**src/rtl/tinyvga_tx.sv**
```systemverilog
// rtl/tinyvga_tx.sv - VGA timing engine packing sync and 2-bit RGB onto the TinyVGA PMOD byte
// Counters drive pix_req; sync/active bits are delayed PIX_LAT clocks to meet the pixel, then registered.
module tinyvga_tx #(
  parameter int H_ACTIVE         = 640,
  parameter int H_FP             = 16,
  parameter int H_SYNC           = 96,
  parameter int H_BP             = 48,
  parameter int V_ACTIVE         = 480,
  parameter int V_FP             = 10,
  parameter int V_SYNC           = 2,
  parameter int V_BP             = 33,
  parameter int SYNC_ACTIVE_HIGH = 0,
  parameter int PIX_LAT          = 1
) (
  input  logic       clk,
  input  logic       rst_n,
  input  logic       enable,
  input  logic [5:0] pix_rgb,
  output logic [9:0] hpos,
  output logic [9:0] vpos,
  output logic       pix_req,
  output logic       line_start,
  output logic       frame_start,
  output logic [7:0] frame_cnt,
  output logic [7:0] pmod_out
);

  localparam int H_TOTAL = H_ACTIVE + H_FP + H_SYNC + H_BP;
  localparam int V_TOTAL = V_ACTIVE + V_FP + V_SYNC + V_BP;

  localparam logic [9:0] H_LAST  = 10'(H_TOTAL - 1);
  localparam logic [9:0] V_LAST  = 10'(V_TOTAL - 1);
  localparam logic [9:0] H_ACT   = 10'(H_ACTIVE);
  localparam logic [9:0] V_ACT   = 10'(V_ACTIVE);
  localparam logic [9:0] HS_BEG  = 10'(H_ACTIVE + H_FP);
  localparam logic [9:0] HS_END  = 10'(H_ACTIVE + H_FP + H_SYNC);
  localparam logic [9:0] VS_BEG  = 10'(V_ACTIVE + V_FP);
  localparam logic [9:0] VS_END  = 10'(V_ACTIVE + V_FP + V_SYNC);

  localparam logic       SYNC_ON   = (SYNC_ACTIVE_HIGH != 0);
  localparam logic       SYNC_OFF  = ~SYNC_ON;
  localparam logic [7:0] PMOD_IDLE = {SYNC_OFF, 3'b000, SYNC_OFF, 3'b000};

  logic [9:0] h_q, h_d;
  logic [9:0] v_q, v_d;
  logic [7:0] fc_q, fc_d;
  logic [7:0] pmod_q, pmod_d;
  logic       h_wrap, v_wrap;

  always_comb begin
    h_wrap = (h_q == H_LAST);
    v_wrap = (v_q == V_LAST);
    h_d    = h_q;
    v_d    = v_q;
    fc_d   = fc_q;
    if (enable) begin
      if (h_wrap) begin
        h_d = '0;
        if (v_wrap) begin
          v_d  = '0;
          fc_d = fc_q + 8'd1;
        end else begin
          v_d = v_q + 10'd1;
        end
      end else begin
        h_d = h_q + 10'd1;
      end
    end
  end

  always_ff @(posedge clk or negedge rst_n) begin
    if (!rst_n) begin
      h_q  <= '0;
      v_q  <= '0;
      fc_q <= '0;
    end else begin
      h_q  <= h_d;
      v_q  <= v_d;
      fc_q <= fc_d;
    end
  end

  logic       hs_raw, vs_raw, act_raw;
  logic [2:0] raw;
  logic [2:0] dly;

  assign pix_req = (h_q < H_ACT) && (v_q < V_ACT);
  assign hs_raw  = (h_q >= HS_BEG) && (h_q < HS_END);
  assign vs_raw  = (v_q >= VS_BEG) && (v_q < VS_END);
  assign act_raw = pix_req;
  assign raw     = {hs_raw, vs_raw, act_raw};

  // Delay line lines the timing bits up with a pixel that arrives PIX_LAT clocks late.
  generate
    if (PIX_LAT == 0) begin : g_nodly
      assign dly = raw;
    end else begin : g_dly
      logic [2:0] sr_q [PIX_LAT];
      always_ff @(posedge clk or negedge rst_n) begin
        if (!rst_n) begin
          for (int i = 0; i < PIX_LAT; i++) sr_q[i] <= 3'b000;
        end else if (enable) begin
          sr_q[0] <= raw;
          for (int i = 1; i < PIX_LAT; i++) sr_q[i] <= sr_q[i-1];
        end
      end
      assign dly = sr_q[PIX_LAT-1];
    end
  endgenerate

  logic [5:0] colour;

  always_comb begin
    colour = dly[0] ? pix_rgb : 6'd0;
    pmod_d = {dly[2] ? SYNC_ON : SYNC_OFF, colour[0], colour[2], colour[4],
              dly[1] ? SYNC_ON : SYNC_OFF, colour[1], colour[3], colour[5]};
  end

  always_ff @(posedge clk or negedge rst_n) begin
    if (!rst_n) begin
      pmod_q <= PMOD_IDLE;
    end else if (enable) begin
      pmod_q <= pmod_d;
    end
  end

  assign hpos        = h_q;
  assign vpos        = v_q;
  assign frame_cnt   = fc_q;
  assign pmod_out    = pmod_q;
  assign line_start  = enable && (h_q == 10'd0);
  assign frame_start = line_start && (v_q == 10'd0);

endmodule
```
**config.mk**
```make
export PLATFORM = sky130hd
export DESIGN_NAME = tinyvga_tx
export DESIGN_NICKNAME = d
export VERILOG_FILES = /design/src/rtl/tinyvga_tx.sv
export SDC_FILE = /design/constraint.sdc
export NUM_CORES = 1
export LEC_CHECK = 0
export BUFFER_PORTS_ARGS = -buffer_cell sky130_fd_sc_hd__buf_2
export CELL_PAD_IN_SITES_DETAIL_PLACEMENT = 1
export CELL_PAD_IN_SITES_GLOBAL_PLACEMENT = 2
export CORE_MARGIN = 2
export CORE_UTILIZATION = 33
export DETAILED_ROUTE_END_ITERATION = 10
export GPL_TIMING_DRIVEN = 0
export PLACE_DENSITY_LB_ADDON = 0.1
export SETUP_SLACK_MARGIN = 0.5
export SYNTH_ARGS = -nofsm -noshare
export SYNTH_HDL_FRONTEND = slang
export SYNTH_SLANG_ARGS = --single-unit
```
**constraint.sdc**
```tcl
create_clock -name clk -period 2.4 [get_ports clk]
set_clock_uncertainty 0.15 [all_clocks]
set_input_delay 0.24 -clock clk [delete_from_list [all_inputs] [get_ports clk]]
set_output_delay 0.24 -clock clk [all_outputs]
set_load 0.05 [all_outputs]
```
==> metrics.md, run 1 <==
| Metric | Value |
|---|---|
| Multi-input combinational cell area | 1040 µm² |
| First-pass iteration count of the detailed router | 4 |
| Sort of element at the end of the critical path | output port |
| Number of nets in the final layout | 274 |
| Fill cell count | 670 |
| Async set or reset register ratio after synthesis | 100% |
| Critical setup path kind | reg2out |
| Number of max-cap violations | 0 |
| Chip Height | roughly 80 µm |
| Chip width | 80.9 µm |
| Yosys warns | 0 |
| Combinational family with the most area after synthesis | simple AND/OR/NAND/NOR gates |
| Share of post-route cells with drive strength above 1 | 49.0% |
| Adder-Cell Fraction of Synth Area | 3.21% |
| CP Launch Type | register |
| Synth cell types | 38 |
| Hpwl dp | 3410 µm |
| Synth top cells by count | dfrtp_1, nand3_1, inv_1 |
| DRT iter0 DRCs | 57 |
| Overall die area | 6540 µm² |
| Upper clock frequency limit | roughly 470 MHz |
| Number of placement rows | 28 |
| Core Region | 5820 µm² |
| CTS Root Buffer Type | clkbuf_8 |
| Syn_nets | roughly 200 |
| Buf/Inv on CP | 2 |
| Number of max-slew violations in the final report | 0 |
| Antenna viol nets, final | 0 |
| Share of the synthesized area in the top cell type | 47.5% |
| Clock Latency Late Sink | 0.29 ns |
| Part of the Yosys area used for sequential elements | about half |
| Number of antenna violations at the first check in global routing | 0 |
| Final period utilization | 89.0% |
| Gate count after technology mapping | 187 |
| Remaining global-route overflow | 0 |
| Synth Register Bits | 39 |
| Total standard cell area after synthesis | 1950 µm² |
| Final GP Congestion | about 0.72 |
| Combined global-route utilization of all metal layers | 17.9% |
| Number of buffers added by the clock tree synthesis step | 5 |
| Delay-heaviest family, CP | simple AND/OR/NAND/NOR gates |
| Result of the run | completed |
| Register area | 1000 µm² |
| Actual transition at the worst max-transition pin | 0.916 ns |
| Total power draw | 1.90 mW |
| Fraction of the mapped netlist area in compound gates | under 10% |
| Simple-gate share of the synthesized area | 23.6% |
| Proportion of synthesized area in mux cells | under 10% |
| Post-synth EDFFs | 0 |
| Biggest fanout along the worst timing path | 3 |
| Cell with the largest stage delay on the worst path | dfrtp_2 |
| Static leakage | 1.38 nW |
| Post-Synth XOR/XNOR Area | 8.08% |
| Most area-hungry cell type in the Yosys netlist | dfrtp_1 |
| Post-detailed-route via-to-cell ratio | 4.92 |
| Leading cell types by total area after synthesis | dfrtp_1, nand3_1, xnor2_1 |
| Number of hold violations in the final report | 0 |
| Avg Inst Size Synth | 10.4 µm² |
| Most used DFF post-synth | dfrtp_1 |
| CTS clock-pin slew for the worst setup and hold paths | 0.08 ns |
| Count of endpoints failing setup in the final report | 0 |
| Critical Path Max Stage Delay | 0.41 ns |
| Worst path arrival time | approximately 1.8 ns |
| Cell with the most instances after synthesis | dfrtp_1 |
| Antenna diode count | 0 |
| Number of global-route vias before repair | 1614 |
| Worst path cell trace | or2_1 -> buf_6 -> nor3_2 -> and3_4 -> and4_4 -> buf_8 |
| Area added between synthesis and finish | 43.8% |
| Starting Density | 33.5% |
| Power density cells | 676 nW/µm² |
| H-tree level count | 2 |
| Residual DRC count | 0 |
| Number of buffers added on ports | 46 |
| Top-level port count | 48 |
| Worst vdd ir | 0.444 mV |
| Clock tree from TritonCTS | built |
| Type of the tightest min-delay check | in2reg |
| Req. time, crit path | 2.01 ns |
| Total wire length | 5320 µm |
| Pin count of the biggest net entering global routing | 40 |
| Global-route wire length before repair | 8650 µm |
| Total via count in the routed design | 1652 |
| Bufs on Longest Clock Path | 2 |
| Clock Sink Count | 39 |
| Drt wl/cell | 15.8 µm |
| Worst slew margin relative to its limit | about two fifths |
| RSZ-0062 raised after global routing | yes |
| Total Neg Setup Slack | 0 ns |
| Post-layout minimum cycle time | 2.14 ns |
-- path summary, 6_finish.rpt --
path	from	endpoint	slack, ns	depth (start not counted)
worst max-delay path	hpos[6]	frame_start	0.26	6
worst min-delay path	pix_rgb[3]	pmod_out[1]	0.03	3
worst max register to register	hpos[6]	frame_cnt[7]	0.34	7
worst min register to register	frame_cnt[7]	frame_cnt[7]	0.35	1
max in group asynchronous	rst_n	vpos[7]	1.00	2
min in group asynchronous	rst_n	pmod_out[0]	0.47	2
-- worst min-delay path, delay by kind of cell --
| family | cells | cell delay [ns] |
|---|---|---|
| simple gates | 1 | 0.06 |
| buf+inv | 1 | 0.07 |
| compound gates | 1 | 0.06 |
-- cell families after synthesis --
logic type,after synthesis
fa+ha+maj,5
mux,7
flops,39
compound gates,19
xor+xnor,18
buf+inv,24
simple gates,75
-- layer usage --
layer / share of wire, % / track usage [%] / routed length [µm]
met3: 4.0 / 5.00 / 210
met2: 50 / 27.2 / 2640
met5: 0 / 0 / 0
met1: 45 / 24.1 / 2410
met4: 1.1 / 6.95 / 57
-- stage by stage --
| stage | cell area (µm²) | worst slack (ns) | std cells | hold slack, ns | util [%] |
|---|---|---|---|---|---|
| after floorplan | 2070 | 0.350 | 187 | -0.206 | - |
| after global placement | 2400 | 0.290 | 308 | 0.274 | 41.2 |
| after detailed placement | 2400 | 0.270 | 308 | 0.274 | 41.2 |
| after CTS | 2660 | 0.268 | 327 | 0.0252 | 45.7 |
| after global routing | 2810 | 0.183 | 336 | 0.0336 | 48.2 |
| final | 2810 | 0.264 | 336 | 0.0282 | 48.2 |
-- placed cells by master, fill, tap and decap left out, drive strengths merged --
| cell | instances |
|---|---|
| dfrtp | 37 |
| nor2 | 8 |
| xor2 | 8 |
| or2 | 1 |
| ha | 5 |
| and4 | 3 |
| and3 | 4 |
| nor3 | 8 |
| a2bb2oi | 1 |
| a21oi | 1 |
| o31ai | 1 |
| mux2 | 4 |
| o21ai | 14 |
| clkbuf | 10 |
| nand4b | 1 |
| dfstp | 2 |
| nor4b | 1 |
| or3 | 2 |
| o32ai | 1 |
| inv | 16 |
| nand2b | 1 |
| nand3 | 20 |
| clkinv | 1 |
| dlygate4sd3 | 1 |
| nand4 | 6 |
| buf | 70 |
| and2 | 1 |
| nand2 | 10 |
| xnor2 | 10 |
| nor2b | 2 |
| o21a | 1 |
| nor4 | 7 |
| mux2i | 3 |
-- area by class of cell --
type	instances	area share [%]
buffer	8	2.77
clock buffer	7	2.72
clock inverter	1	0.178
inverter	16	2.14
multi-input combinational	124	37.2
sequential	39	35.7
tap	75	3.35
timing repair buffer	66	15.9
-- registers in the layout (all words and copies together) (netlist names) --
signal and cells:
frame_cnt 8, vpos 10, hpos 10, pmod_out 8, dly 3
-- what timing repair did --
| action | in CTS | in global routing |
|---|---|---|
| pin swaps | 4 | 6 |
| cloned | 0 | 1 |
| setup endpoints to repair | 18 | 24 |
| hold endpoints to repair | 37 | 0 |
| setup buffers | 10 | 8 |
| hold buffers | 1 | 0 |
| resized for setup | 20 | 12 |
-- power breakdown --
group | internal (mW) | leakage [nW] | switching, mW | total, mW
clock | 0.204 | 0.0422 | 0.235 | 0.440
sequential | 0.723 | 0.471 | 0.0793 | 0.802
combinational | 0.242 | 0.863 | 0.412 | 0.654
total | 1.17 | 1.38 | 0.726 | 1.90
No activity file was read; power rests on OpenSTA's default activity.
==> run 2, diff against run 1 <==
Settings changed: CELL_PAD_IN_SITES_DETAIL_PLACEMENT 1 to 0, CELL_PAD_IN_SITES_GLOBAL_PLACEMENT 2 to 1, CORE_UTILIZATION 33 to 40.
==> metrics.md, run 2 (synthesis results as in run 1) <==
| Metric | Value |
|---|---|
| Number of max-cap violations | 0 (unchanged) |
| CP Launch Type | register |
| Post-layout minimum cycle time | 2.13 ns (-0.00270 ns) |
| Top-level port count | 48 (unchanged) |
| Number of hold violations in the final report | 0 (unchanged) |
| Total wire length | 4850 µm (-8.9%) |
| Worst R2R Setup Slack | 0.34 ns (about the same) |
| Worst path arrival time | 1.74 ns (about the same) |
| RSZ-0062 raised after global routing | yes |
| Total Neg Setup Slack | 0 ns (unchanged) |
| Count of endpoints failing setup in the final report | 0 (unchanged) |
| Actual transition at the worst max-transition pin | 0.893 ns (-0.0233 ns) |
| H-tree level count | 2 (unchanged) |
| Antenna diode count | 0 (unchanged) |
| Combined global-route utilization of all metal layers | 18.9% (+0.99 points) |
| Static leakage | 1.39 nW (+0.83%) |
| Clock Sink Count | 39 (unchanged) |
| Final GP Congestion | 0.790 (+9.0%) |
| Endpoint of the worst-slack reg-to-reg timing path | vpos[9] |
| Most used cells in the layout excluding fill and tap cells | buf_2, buf_4, dfrtp_2, nand3_1, dfrtp_1 |
| Total via count in the routed design | 1644 (-0.48%) |
| Remaining global-route overflow | 0 (unchanged) |
| Area added between synthesis and finish | 43.7% (about the same) |
| Critical setup path kind | reg2out |
| Hpwl dp | 3250 µm (-4.8%) |
| Number of nets in the final layout | 276 (+0.73%) |
| Worst slew margin relative to its limit | 40.5% (+1.6 points) |
| Pin count of the biggest net entering global routing | 40 (unchanged) |
| Cell area after layout | 2800 µm² (about the same) |
| Core Region | 4720 µm² (-19%) |
| Number of placement rows | 25 (-11%) |
| First-pass iteration count of the detailed router | 4 (unchanged) |
| Number of buffers added by the clock tree synthesis step | 5 (unchanged) |
| Number of antenna violations at the first check in global routing | 0 (unchanged) |
| Number of buffers added on ports | 46 (unchanged) |
| Residual DRC count | 0 (unchanged) |
| Min-Delay Startpoint | pix_rgb[2] |
| DRT iter0 DRCs | 92 (+61%) |
| CTS Root Buffer Type | clkbuf_8 |
| Chip width | 73.8 µm (-8.7%) |
| Clock tree from TritonCTS | built |
| Req. time, crit path | 2.01 ns (about the same) |
| Result of the run | completed |
| Chip Height | 73.8 µm (-8.7%) |
| Worst vdd ir | 0.329 mV (-26%) |
| Post-detailed-route via-to-cell ratio | 4.98 (+1.3%) |
| Most common cell after layout, fill and taps aside | buf_2 |
| Starting Density | 41.3% (+7.8 points) |
| Fill cell count | 429 (-36%) |
| Overall die area | 5450 µm² (-17%) |
| CTS clock-pin slew for the worst setup and hold paths | 0.08 ns (about the same) |
| Final period utilization | 88.9% (-0.11 points) |
| Global-route wire length before repair | 7820 µm (-9.5%) |
| Post-Place Cell Area | 2390 µm² (-0.42%) |
| Number of max-slew violations in the final report | 0 (unchanged) |
| Bufs on Longest Clock Path | 2 (unchanged) |
| Type of the tightest min-delay check | in2reg |
| Drt wl/cell | 14.7 µm (-7.2%) |
| Cell depth of the worst flop-to-flop path | 8 (+1) |
| Power density cells | 678 nW/µm² (+0.24%) |
| Upper clock frequency limit | 469 MHz (+0.13%) |
| Antenna viol nets, final | 0 (unchanged) |
| Sort of element at the end of the critical path | output port |
| Share of post-route cells with drive strength above 1 | 51.0% (+1.9 points) |
| Hold Path Cell Cnt | 3 (unchanged) |
| Startpoint of the most critical register-to-register path | hpos[6] |
| Worst hold endpoint | pmod_out[5] |
| Biggest fanout along the worst timing path | 5 (+2) |
| Clock Latency Late Sink | 0.29 ns (about the same) |
| Number of global-route vias before repair | 1583 (-1.9%) |
| Total power draw | 1.90 mW (+0.15%) |
[run 2: repair_timing]
item	CTS	global route
setup endpoints to repair	18	25
setup buffers	12	8
hold endpoints to repair	37	0
cloned	0	1
resized for setup	15	17
pin swaps	5	10
hold buffers	1	0
[run 2: worst max-delay path: stages, from the launching register on]
cell	delay, ns
dfrtp_2	0.41
or2_1	0.24
buf_6	0.14
nor3_4	0.09
and3_4	0.21
and4_4	0.22
buf_8	0.14
[run 2: cell type report]
class                           instances  area [µm²]  area share (%)
Timing Repair Buffer                   68         453            16.2
Buffer                                  8        70.1            2.50
Tap cell                               67        83.8            2.99
Sequential cell                        39        1000            35.8
Clock buffer                            7        86.3            3.08
Inverter                               16        60.1            2.14
Multi-Input combinational cell        124        1040            37.2
Clock inverter                          1        5.00           0.179
[run 2: worst max-delay path by stage]
stage | cells after the start | start | slack, ns | end
detailed placement | 5 | hpos[7] | 0.27 | vpos[8]
finish | 6 | hpos[6] | 0.27 | frame_start
global placement | 5 | hpos[7] | 0.30 | vpos[6]
global route | 6 | hpos[6] | 0.23 | frame_start
floorplan | 5 | hpos[7] | 0.35 | frame_start
CTS | 6 | hpos[6] | 0.25 | frame_start
[run 2: per-stage QoR]
step	utilization [%]	setup WS, ns	std cells	hold slack, ns
4_1_cts	55.9	0.247	321	0.0316
3_5_place_dp	50.6	0.266	300	0.264
3_3_place_gp	50.6	0.297	300	0.238
2_1_floorplan	-	0.350	187	-0.206
5_1_grt	59.3	0.226	330	0.0614
6_report	59.3	0.267	330	0.0411
[run 2: routing by layer]
metal  wire, µm  share of wire (%)  vias to the layer above  global-route usage, %
met5          0                  0                        -                      0
met2       2380                 49                       38                   31.4
met3        211                4.4                        2                   4.39
met1       2230                 46                      802                   24.7
met4         25               0.52                        0                   4.65
li1           -                  -                      802                      -
[run 2: where the power goes]
group / leakage, nW / internal [mW] / total [mW] / switching (mW)
registers: 0.469 / 0.723 / 0.798 / 0.0754
clock network: 0.0482 / 0.232 / 0.455 / 0.223
logic: 0.870 / 0.236 / 0.645 / 0.409
==> run 3, diff against run 2 <==
==> constraint.sdc (replaced) <==
create_clock -name clk -period 2.4 [get_ports clk]
set_clock_uncertainty 0.15 [all_clocks]
set_input_delay 0.12 -clock clk [delete_from_list [all_inputs] [get_ports clk]]
set_output_delay 0.12 -clock clk [all_outputs]
set_load 0.05 [all_outputs]
==> metrics.md, run 3 (synthesis results as in run 1) <==
| Metric | Value |
|---|---|
| Number of antenna violations at the first check in global routing | 0 (unchanged) |
| Starting Density | 41.3% (unchanged) |
| Clock Latency Late Sink | 0.29 ns (about the same) |
| Number of hold violations in the final report | 0 (unchanged) |
| Top-level port count | 48 (unchanged) |
| Startpoint of the most critical register-to-register path | hpos[1] |
| Post-detailed-route via-to-cell ratio | 4.97 (-0.17%) |
| Critical Path Source | hpos[6] |
| Combined global-route utilization of all metal layers | 18.8% (about the same) |
| Chip Height | 73.8 µm (unchanged) |
| Share of post-route cells with drive strength above 1 | 48.7% (-2.3 points) |
| DRT iter0 DRCs | 69 (-25%) |
| Bufs on Longest Clock Path | 2 (unchanged) |
| Actual transition at the worst max-transition pin | 0.847 ns (-0.0461 ns) |
| Total Neg Setup Slack | 0 ns (unchanged) |
| Total wire length | 4870 µm (+0.56%) |
| Clock tree from TritonCTS | built |
| Post-place setup slack | 0.311 ns (+0.0446 ns) |
| Overall die area | 5450 µm² (unchanged) |
| Antenna diode count | 0 (unchanged) |
| Critical Path Max Stage Delay | 0.41 ns (about the same) |
| Worst slew margin relative to its limit | 43.5% (+3.1 points) |
| Pin count of the biggest net entering global routing | 40 (unchanged) |
| Req. time, crit path | 2.13 ns (+0.12 ns) |
| Power density cells | 667 nW/µm² (-1.6%) |
| Critical setup path kind | reg2out |
| Worst-case setup margin in the final layout | 0.392 ns (+0.125 ns) |
| Number of buffers added on ports | 46 (unchanged) |
| Post-Place Cells | 300 (unchanged) |
| Sort of element at the end of the critical path | output port |
| Remaining global-route overflow | 0 (unchanged) |
| Most used cells in the layout excluding fill and tap cells | buf_2, buf_4, nand3_1, dfrtp_2, dfrtp_1 |
| Fin cells | 336 (+1.8%) |
| Hpwl dp | 3150 µm (-3.0%) |
| Antenna viol nets, final | 0 (unchanged) |
| Fill cell count | 417 (-2.8%) |
| H-tree level count | 2 (unchanged) |
| Worst vdd ir | 0.284 mV (-14%) |
| Most common cell after layout, fill and taps aside | buf_2 |
| Delay-heaviest family, CP | simple AND/OR/NAND/NOR gates |
| Count of endpoints failing setup in the final report | 0 (unchanged) |
| Biggest fanout along the worst timing path | 4 (-1) |
| Upper clock frequency limit | 498 MHz (+6.2%) |
| Final worst hold slack | 0.0614 ns (+0.0203 ns) |
| Core Region | 4720 µm² (unchanged) |
| Drt wl/cell | 14.5 µm (-1.2%) |
| Final GP Congestion | 0.803 (+1.7%) |
| Clock Sink Count | 39 (unchanged) |
| RSZ-0062 raised after global routing | yes |
| Result of the run | completed |
| CTS clock-pin slew for the worst setup and hold paths | 0.08 ns (about the same) |
| CP Launch Type | register |
| Post-Place Cell Area | 2390 µm² (+0.26%) |
| Number of max-slew violations in the final report | 0 (unchanged) |
| Min-Delay Startpoint | enable |
| Post-layout minimum cycle time | 2.01 ns (-0.125 ns) |
| Static leakage | 1.41 nW (+1.5%) |
| Buf/Inv on CP | 2 (unchanged) |
| Area added between synthesis and finish | 46.2% |
| Total via count in the routed design | 1671 (+1.6%) |
| Worst path cell trace | or2_1 -> buf_6 -> nor3_4 -> and3_4 -> and4_4 -> buf_8 |
| Final period utilization | 83.7% (-5.2 points) |
| Cell with the largest stage delay on the worst path | dfrtp_2 |
| Chip width | 73.8 µm (unchanged) |
| Type of the tightest min-delay check | in2reg |
| Residual DRC count | 0 (unchanged) |
| Worst path arrival time | 1.74 ns (about the same) |
| Global-route wire length before repair | 7710 µm (-1.5%) |
| Number of placement rows | 25 (unchanged) |
| CTS Root Buffer Type | clkbuf_8 |
| First-pass iteration count of the detailed router | 4 (unchanged) |
| Number of global-route vias before repair | 1608 (+1.6%) |
| Number of nets in the final layout | 282 (+2.2%) |
| Number of buffers added by the clock tree synthesis step | 5 (unchanged) |
| Number of max-cap violations | 0 (unchanged) |
| Cell area after layout | 2850 µm² (+1.7%) |
run 3: power by group:
part           switching, mW  total (mW)  internal (mW)
clock network          0.228       0.427          0.199
registers             0.0715       0.794          0.723
logic                  0.427       0.681          0.254
total                  0.726        1.90           1.18
run 3: per-layer routing:
layer	share of wire, %	vias up	global-route usage (%)
met3	3.6	8	4.39
met2	49	36	31.3
li1	-	809	-
met1	45	818	23.9
met4	1.9	0	6.87
met5	0	-	0
run 3: cell type report:
type / instances / area [µm²] / area share, %
Multi-Input combinational cell: 124 / 1050 / 36.9
Sequential cell: 39 / 1000 / 35.1
Inverter: 16 / 60.1 / 2.11
Clock inverter: 3 / 15.0 / 0.527
Tap cell: 67 / 83.8 / 2.94
Buffer: 8 / 77.6 / 2.72
Clock buffer: 5 / 68.8 / 2.41
Timing Repair Buffer: 74 / 490 / 17.2
run 3: worst paths after layout:
| path | to | slack, ns | cells past startpoint |
|---|---|---|---|
| min in group asynchronous | pmod_out[6] | 0.33 | 2 |
| max in group asynchronous | vpos[2] | 1.18 | 2 |
| min reg2reg | frame_cnt[7] | 0.33 | 1 |
| max | frame_start | 0.39 | 6 |
| max reg2reg | frame_cnt[7] | 0.48 | 6 |
| min | pmod_out[3] | 0.06 | 2 |
run 3: repair_timing:
item                                   in CTS  in global routing
endpoints found under the hold margin      43                  0
gates cloned                                1                  0
resized for setup                           9                 20
hold buffers                                7                  0
buffers inserted                            3                 17
pin swaps                                   3                  8
setup endpoints to repair                  17                 19
run 3: metrics by stage:
stage | utilization (%) | total power [mW]
2_1_floorplan | - | 1.20
3_3_place_gp | 50.7 | 1.32
3_5_place_dp | 50.7 | 1.33
4_1_cts | 56.0 | 1.81
5_1_grt | 60.4 | 2.00
6_report | 60.4 | 1.90
